[src/rtl/medidor_faixa_multi_uc.sv]
// medidor_faixa_multi_uc: round-robin multi-sensor range-meter control unit with session window,
// per-measurement timeout and serial result message.
module medidor_faixa_multi_uc #(
  parameter int N_CANAIS     = 2,
  parameter int CHARS_MED    = 4,
  parameter int CHARS_ACERTO = 3,
  parameter int T_INTERVALO  = 25000000,
  parameter int T_JANELA     = 150000000,
  parameter int T_TIMEOUT    = 2500000,
  localparam int CMAX = (CHARS_MED > CHARS_ACERTO) ? CHARS_MED : CHARS_ACERTO,
  localparam int CW   = (N_CANAIS > 1) ? $clog2(N_CANAIS) : 1,
  localparam int IW   = (CMAX > 1) ? $clog2(CMAX) : 1
) (
  input  logic          clock,
  input  logic          reset,
  input  logic          medir,
  input  logic          pronto_medida,
  input  logic          pronto_tx,
  output logic          mensurar,
  output logic [CW-1:0] canal,
  output logic [IW-1:0] indice_char,
  output logic          modo_acerto,
  output logic          partida_tx,
  output logic          registra_acertou,
  output logic          acertou,
  output logic          erro_medida,
  output logic [3:0]    db_estado
);
  localparam int JW  = (T_JANELA > 1) ? $clog2(T_JANELA) : 1;
  localparam int TW  = (T_TIMEOUT > 1) ? $clog2(T_TIMEOUT) : 1;
  localparam int VW  = (T_INTERVALO > 1) ? $clog2(T_INTERVALO) : 1;
  typedef enum logic [3:0] {
    INICIAL         = 4'h0,
    PREPARACAO      = 4'h1,
    ENVIA_MENSURAR  = 4'h2,
    AGUARDA_MED     = 4'h3,
    ENVIA_PARTIDA   = 4'h4,
    AGUARDA_TX      = 4'h5,
    PROXIMO_CHAR    = 4'h6,
    PROXIMO_CANAL   = 4'h7,
    ESPERA          = 4'h8,
    PREPARA_ACERTO  = 4'h9,
    ENVIA_PARTIDA_A = 4'hA,
    AGUARDA_TX_A    = 4'hB,
    PROXIMO_CHAR_A  = 4'hC,
    ERRO_MED        = 4'hD,
    ACERTOU_PULSE   = 4'hF
  } estado_t;
  estado_t       estado;
  logic [JW-1:0] cnt_janela;
  logic [TW-1:0] cnt_tempo;
  logic [VW-1:0] cnt_intervalo;
  logic          fim_janela;
  logic          janela_ativa;
  // the window only counts while a sweep is running, never during the result message
  assign janela_ativa = estado inside {ENVIA_MENSURAR, AGUARDA_MED, ENVIA_PARTIDA, AGUARDA_TX,
                                       PROXIMO_CHAR, PROXIMO_CANAL, ESPERA, ERRO_MED};
  always_ff @(posedge clock) begin
    if (reset || !medir) begin
      estado        <= INICIAL;
      canal         <= '0;
      indice_char   <= '0;
      cnt_janela    <= '0;
      cnt_tempo     <= '0;
      cnt_intervalo <= '0;
      fim_janela    <= 1'b0;
    end else begin
      if (janela_ativa) begin
        if (cnt_janela == JW'(T_JANELA - 1)) fim_janela <= 1'b1;
        else cnt_janela <= cnt_janela + JW'(1);
      end
      case (estado)
        INICIAL: begin
          canal       <= '0;
          indice_char <= '0;
          estado      <= PREPARACAO;
        end
        PREPARACAO: begin
          cnt_janela  <= '0;
          fim_janela  <= 1'b0;
          canal       <= '0;
          indice_char <= '0;
          estado      <= ENVIA_MENSURAR;
        end
        ENVIA_MENSURAR: begin
          cnt_tempo   <= '0;
          indice_char <= '0;
          estado      <= AGUARDA_MED;
        end
        AGUARDA_MED: begin
          if (cnt_tempo != TW'(T_TIMEOUT - 1)) cnt_tempo <= cnt_tempo + TW'(1);
          if (fim_janela) estado <= PREPARA_ACERTO;
          else if (pronto_medida) estado <= ENVIA_PARTIDA;
          else if (cnt_tempo == TW'(T_TIMEOUT - 1)) estado <= ERRO_MED;
        end
        ENVIA_PARTIDA: estado <= AGUARDA_TX;
        AGUARDA_TX:
          if (pronto_tx) estado <= (indice_char < IW'(CHARS_MED - 1)) ? PROXIMO_CHAR : PROXIMO_CANAL;
        PROXIMO_CHAR: begin
          indice_char <= indice_char + IW'(1);
          estado      <= ENVIA_PARTIDA;
        end
        PROXIMO_CANAL: begin
          indice_char <= '0;
          if (fim_janela) estado <= PREPARA_ACERTO;
          else if (canal < CW'(N_CANAIS - 1)) begin
            canal  <= canal + CW'(1);
            estado <= ENVIA_MENSURAR;
          end else begin
            canal         <= '0;
            cnt_intervalo <= '0;
            estado        <= ESPERA;
          end
        end
        ESPERA: begin
          if (cnt_intervalo != VW'(T_INTERVALO - 1)) cnt_intervalo <= cnt_intervalo + VW'(1);
          if (fim_janela) estado <= PREPARA_ACERTO;
          else if (cnt_intervalo == VW'(T_INTERVALO - 1)) estado <= ENVIA_MENSURAR;
        end
        ERRO_MED: estado <= PROXIMO_CANAL;
        PREPARA_ACERTO: begin
          indice_char <= '0;
          estado      <= ENVIA_PARTIDA_A;
        end
        ENVIA_PARTIDA_A: estado <= AGUARDA_TX_A;
        AGUARDA_TX_A:
          if (pronto_tx) estado <= (indice_char < IW'(CHARS_ACERTO - 1)) ? PROXIMO_CHAR_A : ACERTOU_PULSE;
        PROXIMO_CHAR_A: begin
          indice_char <= indice_char + IW'(1);
          estado      <= ENVIA_PARTIDA_A;
        end
        ACERTOU_PULSE: begin
          canal       <= '0;
          indice_char <= '0;
          estado      <= INICIAL;
        end
        default: estado <= INICIAL;
      endcase
    end
  end
  assign mensurar         = estado == ENVIA_MENSURAR;
  assign partida_tx       = estado == ENVIA_PARTIDA || estado == ENVIA_PARTIDA_A;
  assign registra_acertou = estado == PREPARA_ACERTO;
  assign acertou          = estado == ACERTOU_PULSE;
  assign erro_medida      = estado == ERRO_MED;
  assign modo_acerto      = estado inside {PREPARA_ACERTO, ENVIA_PARTIDA_A, AGUARDA_TX_A,
                                           PROXIMO_CHAR_A, ACERTOU_PULSE};
  assign db_estado        = estado;
endmodule

[config.mk]
export PLATFORM = sky130hd
export DESIGN_NAME = medidor_faixa_multi_uc
export DESIGN_NICKNAME = d
export VERILOG_FILES = /design/src/rtl/medidor_faixa_multi_uc.sv
export SDC_FILE = /design/constraint.sdc
export NUM_CORES = 1
export LEC_CHECK = 0
export ABC_AREA = 0
export BUFFER_PORTS_ARGS = -buffer_cell sky130_fd_sc_hd__buf_2
export CORE_ASPECT_RATIO = 0.6
export CORE_UTILIZATION = 55
export DETAILED_ROUTE_END_ITERATION = 10
export PLACE_DENSITY = 0.75
export SLEW_MARGIN = 5
export SYNTH_ARGS = -nofsm -noshare
export SYNTH_HDL_FRONTEND = slang
export SYNTH_SLANG_ARGS = --single-unit
[constraint.sdc]
create_clock -name clock -period 2.1 [get_ports clock]
set_input_delay 0.105 -clock clock [delete_from_list [all_inputs] [get_ports clock]]
set_output_delay 0.105 -clock clock [all_outputs]
set_load 0.01 [all_outputs]
==> metrics.md, run 1 <==
| Metric | Value |
|---|---|
| Status | finished clean |
| Yosys cell types | 63 |
| Max Cap Viol | 0 |
| Synthesized area | 0.004901 sq mm |
| Clock-pin slew on the worst setup and hold paths | 0.06 ns |
| Static Leakage | 0.002022 uW |
| VDD IR-drop max | 0.0004530 V |
| # setup viols final | 0 |
| Share of layout cells above drive strength 1 | 0.1843 |
| Area of the core | 0.008588 sq mm |
| CTS tree | built |
| Critical R2R Launch | db_estado[1]$_SDFFE_PP0P_ |
| Pwr dens | 588.6 mW/mm^2 |
| Worst-case reg-to-reg path depth | 7 |
| Crit-path max FO | 9 |
| Post-route antenna net violation count | 0 |
| Slew headroom | 0.3754 |
| Worst Setup Start Kind | flip-flop |
| Most common library cells after synthesis | 83 x dfxtp_1, 76 x nand2_1, 56 x a21oi_1 |
| Initial Utilization | 0.5707 |
| Cell count after synthesis | 626 |
| Compound-gate portion of the synthesized area | 0.2561 |
| Main combinational cell family by area after synthesis | simple AND/OR/NAND/NOR gates |
| Worst path arrival time | 2.28 ns |
| Dpl hpwl | 9.651 mm |
| Synth Register Bits | 83 |
| Fin Clk Skew | 0.006244 ns |
| Final nets | 694 |
| Worst flop-to-flop path endpoint | cnt_janela[21]$_SDFFE_PP0P_ |
| 1st-iter DRT viols | 463 |
| Chip width | 123.9 microns |
| Worst hold path type | in2reg |
| Hold buffer count at CTS | 0 |
| Cells along the critical path | buf_4 -> nor2_1 -> nor2_2 -> o2111ai_4 -> buf_4 -> or3_1 -> a21oi_1 |
| RSZ-0062 raised after global routing | true |
| HP Start | reset |
| Min Tclk post-route | 2.010 ns |
| Fin crit share | 0.9572 |
| P&R area growth vs syn | 21.09% |
| DR vias | 5272 |
| Worst path bufs/invs | 2 |
| Yosys top cell area share | 0.3390 |
| Non-filler instance count after layout | 801 |
| Worst skew pair latency | 0.34 ns |
| WHS Path Cells | 4 |
| Synth Area in Adders | 0.01021 |
| F_max | 497.5 MHz |
| CP Data Required Time | 2.37 ns |
| Root Driver | clkbuf_16 |
| Synth Flop Type | dfxtp_1 |
| Post-Synth Simple-Gate Area | 0.3150 |
| Endpoint class of the critical path | flip-flop |
| WL final | 14.00 mm |
| Sequential-to-total area share from yosys stat | 0.3390 |
| Worst R2R Setup Slack | 0.09 ns |
| CP max stage delay | 0.41 ns |
| Die area | 0.009305 sq mm |
| Final core occ | 0.6910 |
| Hold Worst Slack | 0.2708 ns |
| CP delay by family, top | simple AND/OR/NAND/NOR gates |
| Most used cell, CP | buf_4 |
| Hold EP | db_estado[0]$_SDFFE_PP0P_ |
| First-pass GRT wire length | 22.20 mm |
| Fillers | 680 |
| Largest net degree at the start of global routing | 28 |
| Die height | 75.12 microns |
| Final Hold Viols | 0 |
| Kind of critical path | reg2reg |
| Async S/R FF share, synth | 0 |
| Ports | 18 |
| Top-count cell post-synth | dfxtp_1 |
| Worst-Margin Slew | 0.9368 ns |
| H-tree depth | 3 |
| Post-DR wirelength/cell | 17.48 microns |
| WP depth | 7 |
| Yosys warnings | 0 |
| Row cnt | 26 |
| Sink Count | 83 |
| Syn_nets | 635 |
| EDFF count, synth | 0 |
| Pre-Repair DR Iteration Count | 5 |
| Diode count | 0 |
| Max clock buf depth | 2 |
| Vias in the first global route | 4542 |
| Mux cell area share after synthesis | 0.02681 |
| Synth top area cells | dfxtp_1 34%, nand2_1 5.8%, a21oi_1 5.7% |
| Crit-path slowest cell | dfxtp_1 |
| Final Slew Violations | 0 |
| Num CTS Buffers | 9 |
| Xor and xnor fraction of the mapped netlist area | 0.007148 |
| GRT overflow | 0 |
| DP Cell Count | 782 |
| RD Place Congestion | 0.9486 |
| I/O Buffers | 17 |
| Number of antenna violations at the first check in global routing | 0 |
| Cell accounting for the most synthesized area | dfxtp_1 |
| Syn avg cell area | 7.829 sq um |
| GRT Total Usage | 0.3096 |
| Via density per instance | 6.582 |
| DRC | 0 |
-- sequential cells by signal, indices dropped and copies added, names as in the netlist --
signal,flops
cnt_intervalo,25
cnt_tempo,22
fim_janela,1
canal,1
indice_char,2
db_estado,4
cnt_janela,28
-- placed cells by master, fill, tap and decap left out, types with 3 or more instances in the layout --
cell type / netlist / routed
a2111o_1: 14 / 14
a211oi_1: 8 / 8
a21o_1: 5 / 5
a21oi_1: 56 / 55
a22o_1: 3 / 3
a22oi_1: 4 / 4
a31oi_1: 6 / 6
and2_1: 6 / 6
and3_1: 10 / 10
and4_1: 9 / 8
buf_2: 8 / 17
buf_4: 2 / 67
clkbuf_1: 26 / 3
clkbuf_16: 0 / 9
dfxtp_1: 83 / 82
ha_1: 4 / 4
inv_1: 16 / 16
mux2i_1: 12 / 12
nand2_1: 76 / 76
nand2b_1: 11 / 11
nand3_1: 36 / 35
nand4_1: 25 / 25
nor2_1: 32 / 31
nor3_1: 13 / 13
nor3b_1: 5 / 5
nor4_1: 8 / 7
o2111ai_1: 7 / 6
o211ai_1: 9 / 9
o21ai_0: 29 / 29
o31ai_1: 17 / 16
or2_2: 4 / 4
or3_1: 13 / 13
or4_1: 21 / 21
xor2_1: 3 / 3
-- worst max-delay path by stage --
| stage | startpoint | slack, ns | endpoint |
|---|---|---|---|
| 2_1_floorplan | cnt_tempo[0]$_SDFFE_PP0P_ | 0.05 | db_estado[0]$_SDFFE_PP0P_ |
| 3_3_place_gp | cnt_tempo[0]$_SDFFE_PP0P_ | 0.08 | db_estado[0]$_SDFFE_PP0P_ |
| 4_1_cts | cnt_tempo[0]$_SDFFE_PP0P_ | 0.001 | db_estado[0]$_SDFFE_PP0P_ |
| 6_report | db_estado[1]$_SDFFE_PP0P_ | 0.09 | cnt_janela[21]$_SDFFE_PP0P_ |
| 5_1_grt | cnt_tempo[0]$_SDFFE_PP0P_ | -0.03 | db_estado[0]$_SDFFE_PP0P_ |
| 3_5_place_dp | cnt_tempo[0]$_SDFFE_PP0P_ | -0.001 | db_estado[0]$_SDFFE_PP0P_ |
-- metrics by stage --
step | total power (uW) | setup slack (ns) | instance area (sq um) | TNS [ns]
finish | 3493 | 0.08990 | 5934 | 0
global route | 3590 | -0.02750 | 5934 | -0.04030
CTS | 3503 | 0.001136 | 5804 | 0
detailed placement | 1822 | -0.001489 | 5494 | -0.001489
global placement | 1816 | 0.07545 | 5494 | 0
floorplan | 1748 | 0.04628 | 4901 | 0
-- worst reg2reg max path: stages (launching register included) --
cell	delay, ns
dfxtp_1	0.41
buf_4	0.22
nor2_1	0.08
nor2_2	0.29
o2111ai_4	0.23
buf_4	0.20
or3_1	0.34
a21oi_1	0.15
-- power breakdown --
part / total, uW / internal (uW) / leakage, uW / switching (uW)
clock network: 1690 / 1070 / 0.000150 / 621
logic: 219 / 71.7 / 0.00120 / 147
registers: 1580 / 1580 / 0.000669 / 5.09
-- layout make-up --
| cell class | count | area [sq um] | area share |
|---|---|---|---|
| well taps | 112 | 140.1 | 0.02361 |
| clock inverters | 2 | 60.06 | 0.01012 |
| repair buffers | 87 | 639.4 | 0.1077 |
| flip-flops and latches | 83 | 1663 | 0.2802 |
| inverters | 16 | 60.06 | 0.01012 |
| multi-input cells | 488 | 3122 | 0.5260 |
| clock buffers | 13 | 250.2 | 0.04217 |
-- metal layers --
layer	part of all wire	global-route usage
met1	0.48	0.4335
met4	0.018	0.1111
met5	0	0
met3	0.078	0.07727
met2	0.43	0.4623
-- logic make-up (layout without fill, tap and decap cells) --
logic type               after synthesis  after routing
AO/OA/AOI/OAI                        183            183
XOR/XNOR                               4              4
adder cells (fa/ha/maj)                4              4
buffers and inverters                 55            118
flip-flops                            83             83
multiplexers                          13             13
AND/OR/NAND/NOR                      284            284
-- timing repair --
action	in CTS	in global routing
endpoints found under the setup margin	1	48
resized for setup	0	19
setup buffers	0	4
pin swaps	1	7
No activity file was read; power rests on OpenSTA's default activity.
==> run 2, diff against run 1 <==
- CORE_UTILIZATION: 55 -> 40
- PLACE_DENSITY: 0.75 -> unset
==> run 2 against run 1 <==
Via count shrank 1.1%. First-iteration DRC count grew 1.1%. Combinational power grew 2%. Largest cell class unchanged. Clock power shrank 4%.
==> metrics.md, run 2 (synthesis results as in run 1) <==
| Metric | Value |
|---|---|
| Net Sw Frac | 0.2400 (+0.01861) |
| Clk pwr share | 0.474 (-0.010) |
| Kind of critical path | reg2reg |
| Num CTS Buffers | 9 (unchanged) |
| Dpl hpwl | 10.08 mm (+4.5%) |
| # setup viols final | 0 (unchanged) |
| First-pass GRT wire length | 23.25 mm (+4.8%) |
| Max clock buf depth | 2 (unchanged) |
| Worst-Margin Slew | 0.7828 ns (-0.1540 ns) |
| Setup ws final | 0.09348 ns (+0.003585 ns) |
| Largest registers | cnt_janela: 28 flops, cnt_intervalo: 25 flops, cnt_tempo: 22 flops |
| Cells along the critical path | ha_4 -> nand4_1 -> or4b_4 -> o211ai_1 -> nand3_1 -> o311a_1 |
| Post-route antenna net violation count | 0 (unchanged) |
| Root Driver | clkbuf_16 |
| Endpoint class of the critical path | flip-flop |
| Largest net degree at the start of global routing | 32 (+14%) |
| Final Total Pwr | 3431 uW (-1.8%) |
| Clock-pin slew on the worst setup and hold paths | 0.07 ns (about the same) |
| VDD IR-drop max | 0.0004227 V (-6.7%) |
| DP Worst Slack | -0.04670 ns (-0.04521 ns) |
| 1st-iter DRT viols | 468 (+1.1%) |
| CP delay by family, top | simple AND/OR/NAND/NOR gates |
| Multi-input gate area | 0.003092 sq mm (-0.96%) |
| CP Data Required Time | 2.33 ns (-0.04 ns) |
| Static Leakage | 0.002057 uW (+1.7%) |
| Pwr dens | 568.5 mW/mm^2 (-3.4%) |
| Row cnt | 30 (+15%) |
| Fin Clk Skew | 0.009344 ns (+0.003099 ns) |
| Pre-Repair DR Iteration Count | 5 (unchanged) |
| Final Hold Viols | 0 (unchanged) |
| Post-DR wirelength/cell | 16.33 microns (-6.6%) |
| CTS tree | built |
| GRT Total Usage | 0.2269 (-0.08275) |
| Most common cell after layout, fill and taps aside | dfxtp_1 |
| Worst path bufs/invs | 0 (-2) |
| Fillers | 1094 (+61%) |
| Commonest cells after routing, fill and taps aside | 81 x dfxtp_1, 76 x nand2_1, 76 x buf_4, 56 x a21oi_1, 36 x nand3_1 |
| Internal power | 2608 uW (-4.1%) |
| Die height | 87.74 microns (+17%) |
| Combinational Power Share | 0.065 (+0.002) |
| Number of antenna violations at the first check in global routing | 0 (unchanged) |
| DR vias | 5212 (-1.1%) |
| Top reg by flops | cnt_janela |
| H-tree depth | 3 (unchanged) |
| Crit-path slowest cell | or4b_4 |
| FF+latch area | 0.001664 sq mm (about the same) |
| Status | finished clean |
| RD Place Congestion | 0.9184 (-3.2%) |
| WL final | 14.03 mm (+0.19%) |
| Chip width | 144.9 microns (+17%) |
| DRC | 0 (unchanged) |
| Fin crit share | 0.9555 (-0.001707) |
| Worst path arrival time | 2.24 ns (-0.04 ns) |
| GRT overflow | 0 (unchanged) |
| Via density per instance | 6.068 (-7.8%) |
| Worst skew pair latency | 0.34 ns (about the same) |
| P_sw | 823.6 uW (+6.5%) |
| CP max stage delay | 0.52 ns (+0.11 ns) |
| Reg power frac | 0.461 (+0.008) |
| Initial Utilization | 0.4225 (-0.1481) |
| Final nets | 703 (+1.3%) |
| F_max | 498.4 MHz (+0.18%) |
| Worst Setup Start Kind | flip-flop |
| Vias in the first global route | 4565 (+0.51%) |
| Max FFs per register | 28 (unchanged) |
| Diode count | 0 (unchanged) |
| Slew headroom | 0.4781 (+0.1027) |
| P&R area growth vs syn | 23.16% |
| Min Tclk post-route | 2.007 ns (-0.003585 ns) |
| Ports | 18 (unchanged) |
| Final Slew Violations | 0 (unchanged) |
| Crit-path max FO | 3 (-6) |
| Final core occ | 0.5204 (-0.1706) |
| Worst hold path type | in2reg |
| Max Cap Viol | 0 (unchanged) |
| Die area | 0.01271 sq mm (+37%) |
| Sink Count | 83 (unchanged) |
| Area of the core | 0.01160 sq mm (+35%) |
| I/O Buffers | 17 (unchanged) |
| Share of layout cells above drive strength 1 | 0.1946 (+0.01024) |
run 2: cell count changes in the layout (fill, tap and decap cells not counted), sizes merged:
cell	change
clkinvlp	+1
clkinv	+4
buf	+9
clkbuf	-3
bufinv	-1
run 2: layout make-up:
type,instances,area share
Multi-Input combinational cell,488,0.5122
Sequential cell,83,0.2757
Timing Repair Buffer,96,0.1186
Clock buffer,10,0.03959
Tap cell,160,0.03317
Clock inverter,6,0.01078
Inverter,16,0.009950
run 2: worst reg2reg max path, cell delays in order, from the launching register on:
cell      delay [ns]
dfxtp_2         0.36
ha_4            0.14
nand4_1         0.12
or4b_4          0.52
o211ai_1        0.26
nand3_1         0.17
o311a_1         0.32
run 2: metal layers:
layer,part of all wire,wire (microns),track usage,vias to the layer above
met1,0.53,7384,0.3330,2495
li1,-,-,-,2547
met5,0,0,0,-
met4,0.0074,104,0.04352,0
met2,0.41,5738,0.3396,161
met3,0.057,802,0.05000,9
run 2: path summary, 6_finish.rpt:
path / startpoint / endpoint / slack [ns] / cells past startpoint
max: cnt_tempo[0]$_SDFFE_PP0P_ / db_estado[0]$_SDFFE_PP0P_ / 0.09 / 6
min: reset / db_estado[0]$_SDFFE_PP0P_ / 0.26 / 4
max reg2reg: cnt_tempo[0]$_SDFFE_PP0P_ / db_estado[0]$_SDFFE_PP0P_ / 0.09 / 6
min reg2reg: cnt_tempo[14]$_SDFFE_PP0P_ / cnt_tempo[14]$_SDFFE_PP0P_ / 0.48 / 2
run 2: metrics by stage:
stage	cells	cell area [sq um]	setup TNS, ns	hold slack (ns)
detailed placement	840	5642	-0.04670	0.4690
global route	859	6036	-0.009684	0.2688
CTS	858	5964	0	0.2453
floorplan	626	4901	0	0.4147
global placement	840	5642	0	0.4619
finish	859	6036	0	0.2616
run 2: repair_timing:
action / CTS / global route
endpoints found under the hold margin: 0 / 0
endpoints found under the setup margin: 1 / 33
setup buffers: 2 / 1
resized for setup: 1 / 12
pin swaps: 3 / 5
hold buffers: 0 / 0
run 2: power by group through the flow:
stage / combinational [uW] / sequential (uW) / clock [uW]
2_1_floorplan: 130 / 1620 / 0
3_3_place_gp: 209 / 1620 / 0
3_5_place_dp: 213 / 1620 / 0
4_1_cts: 215 / 1580 / 1660
5_1_grt: 241 / 1580 / 1730
6_report: 223 / 1580 / 1630
==> run 3, diff against run 2 <==
- BUFFER_PORTS_ARGS: -buffer_cell sky130_fd_sc_hd__buf_2 -> -buffer_cell sky130_fd_sc_hd__buf_4
- SLEW_MARGIN: 5 -> 10
==> run 3 against run 2 <==
Maximum frequency down 3.0%. Global-route usage increased by 0.36 points. Combinational power rose by 5%. Non-clock buffer count grew 3. Largest power group unchanged.
==> metrics.md, run 3 (synthesis results as in run 1) <==
| Metric | Value |
|---|---|
| Status | finished clean |
| 1st-iter DRT viols | 426 (-9.0%) |
| Kind of critical path | reg2reg |
| Num CTS Buffers | 9 (unchanged) |
| Final core occ | 0.5271 (+0.006689) |
| CTS tree | built |
| CP Launch Point | cnt_intervalo[1]$_SDFFE_PP0P_ |
| Static Leakage | 0.002069 uW (+0.55%) |
| DP Cell Count | 842 (+0.24%) |
| Worst skew pair latency | 0.34 ns (about the same) |
| Post-route antenna net violation count | 0 (unchanged) |
| Largest registers | cnt_janela: 28 flops, cnt_intervalo: 25 flops, cnt_tempo: 22 flops |
| Area of the core | 0.01160 sq mm (unchanged) |
| Dpl hpwl | 10.27 mm (+1.9%) |
| VDD IR-drop max | 0.0004672 V (+11%) |
| Critical R2R Launch | cnt_intervalo[1]$_SDFFE_PP0P_ |
| Top reg by flops | cnt_janela |
| Chip width | 144.9 microns (unchanged) |
| CP max stage delay | 0.37 ns (-0.15 ns) |
| Non-filler instance count after layout | 862 (+0.35%) |
| GRT Total Usage | 0.2305 (+0.003555) |
| Worst path arrival time | 2.30 ns (+0.06 ns) |
| Slew headroom | 0.5677 (+0.08955) |
| Pwr dens | 558.5 mW/mm^2 (-1.8%) |
| Most common cell after layout, fill and taps aside | buf_4 |
| DRC | 0 (unchanged) |
| Max clock buf depth | 2 (unchanged) |
| Vias in the first global route | 4568 (+0.066%) |
| Initial Utilization | 0.4225 (unchanged) |
| Hold Worst Slack | 0.2547 ns (-0.006934 ns) |
| Number of antenna violations at the first check in global routing | 0 (unchanged) |
| DP Worst Slack | -0.04921 ns (-0.002510 ns) |
| Worst R2R Setup Slack | 0.03 ns (-0.06 ns) |
| Fin crit share | 0.9848 (+0.02929) |
| Largest net degree at the start of global routing | 31 (-3.1%) |
| Hold buffer count at CTS | 0 (unchanged) |
| F_max | 483.6 MHz (-3.0%) |
| Pre-Repair DR Iteration Count | 5 (unchanged) |
| Min Tclk post-route | 2.068 ns (+0.06151 ns) |
| Max FFs per register | 28 (unchanged) |
| Diode count | 0 (unchanged) |
| RD Place Congestion | 0.9025 (-1.7%) |
| Fin Clk Skew | 0.01074 ns (+0.001395 ns) |
| Endpoint class of the critical path | flip-flop |
| Crit-path slowest cell | dfxtp_1 |
| HP Start | reset |
| Final Hold Viols | 0 (unchanged) |
| Worst Setup Start Kind | flip-flop |
| P&R area growth vs syn | 24.74% |
| Setup ws final | 0.03198 ns (-0.06151 ns) |
| Share of layout cells above drive strength 1 | 0.2066 (+0.01199) |
| Root Driver | clkbuf_16 |
| Cells along the critical path | ha_1 -> and4_1 -> nand4_1 -> o21ai_2 -> nand2_1 -> a311oi_1 |
| Final Slew Violations | 0 (unchanged) |
| Die area | 0.01271 sq mm (unchanged) |
| Via density per instance | 6.118 (+0.84%) |
| First-pass GRT wire length | 23.56 mm (+1.3%) |
| RSZ-0062 raised after global routing | true |
| H-tree depth | 3 (unchanged) |
| # setup viols final | 0 (unchanged) |
| Worst-Margin Slew | 0.6485 ns (-0.1343 ns) |
| Row cnt | 30 (unchanged) |
| Commonest cells after routing, fill and taps aside | 97 x buf_4, 81 x dfxtp_1, 75 x nand2_1, 55 x a21oi_1, 35 x nand3_1 |
| CP Data Required Time | 2.33 ns (about the same) |
| Crit-path max FO | 4 (+1) |
| Fillers | 1103 (+0.82%) |
| Clock-pin slew on the worst setup and hold paths | 0.07 ns (about the same) |
| Sink Count | 83 (unchanged) |
| GRT overflow | 0 (unchanged) |
| Worst hold path type | in2reg |
| Ports | 18 (unchanged) |
| Final nets | 706 (+0.43%) |
| Die height | 87.74 microns (unchanged) |
| Max Cap Viol | 0 (unchanged) |
| WL final | 14.20 mm (+1.2%) |
| DR vias | 5274 (+1.2%) |
| I/O Buffers | 17 (unchanged) |
| Post-DR wirelength/cell | 16.47 microns (+0.85%) |
-- run 3: changes by cell type in the layout (fill, tap and decap cells not counted), sizes merged --
cell / delta
clkinvlp: +1
clkinv: -2
buf: +3
inv: +1
-- run 3: timing repair --
item | 4_1_cts | 5_1_grt
pin swaps | 4 | 5
setup buffers | 1 | 3
resized for setup | 3 | 19
endpoints found under the setup margin | 2 | 48
-- run 3: through the flow --
stage	TNS, ns	total power [uW]	instance area, sq um
6_report	0	3415	6113
2_1_floorplan	0	1748	4901
4_1_cts	0	3428	6001
3_3_place_gp	-0.008347	1839	5687
3_5_place_dp	-0.04921	1841	5687
5_1_grt	-0.07131	3539	6113
-- run 3: cell type report --
| class | count | area (sq um) | share of cell area |
|---|---|---|---|
| Timing Repair Buffer | 99 | 768.2 | 0.1257 |
| Inverter | 16 | 60.06 | 0.009824 |
| Clock buffer | 10 | 229.0 | 0.03745 |
| Clock inverter | 6 | 63.81 | 0.01044 |
| Tap cell | 160 | 200.2 | 0.03275 |
| Multi-Input combinational cell | 488 | 3128 | 0.5117 |
| Sequential cell | 83 | 1664 | 0.2722 |
-- run 3: report_power, final --
part / switching, uW / internal (uW)
Combinational: 145 / 88.9
Clock: 675 / 922
Sequential: 4.98 / 1580
Total: 825 / 2590
-- run 3: final timing paths --
check                              endpoint  cells after the start
max          cnt_intervalo[10]$_SDFFE_PP0P_                      6
min               db_estado[0]$_SDFFE_PP0P_                      4
max reg2reg  cnt_intervalo[10]$_SDFFE_PP0P_                      6
min reg2reg      cnt_janela[5]$_SDFFE_PP0P_                      2
-- run 3: layer usage --
layer / part of all wire / global-route usage / vias to the layer above
li1: - / - / 2558
met1: 0.52 / 0.3458 / 2525
met2: 0.41 / 0.3313 / 182
met3: 0.065 / 0.05156 / 9
met4: 0.0079 / 0.04932 / 0
met5: 0 / 0 / -
-- run 3: worst max-delay path: cells and delay by family, from the launching register on --
| family | cells | cell delay, ns |
|---|---|---|
| simple gates | 3 | 0.71 |
| compound gates | 2 | 0.66 |
| flops | 1 | 0.37 |
| fa+ha+maj | 1 | 0.20 |
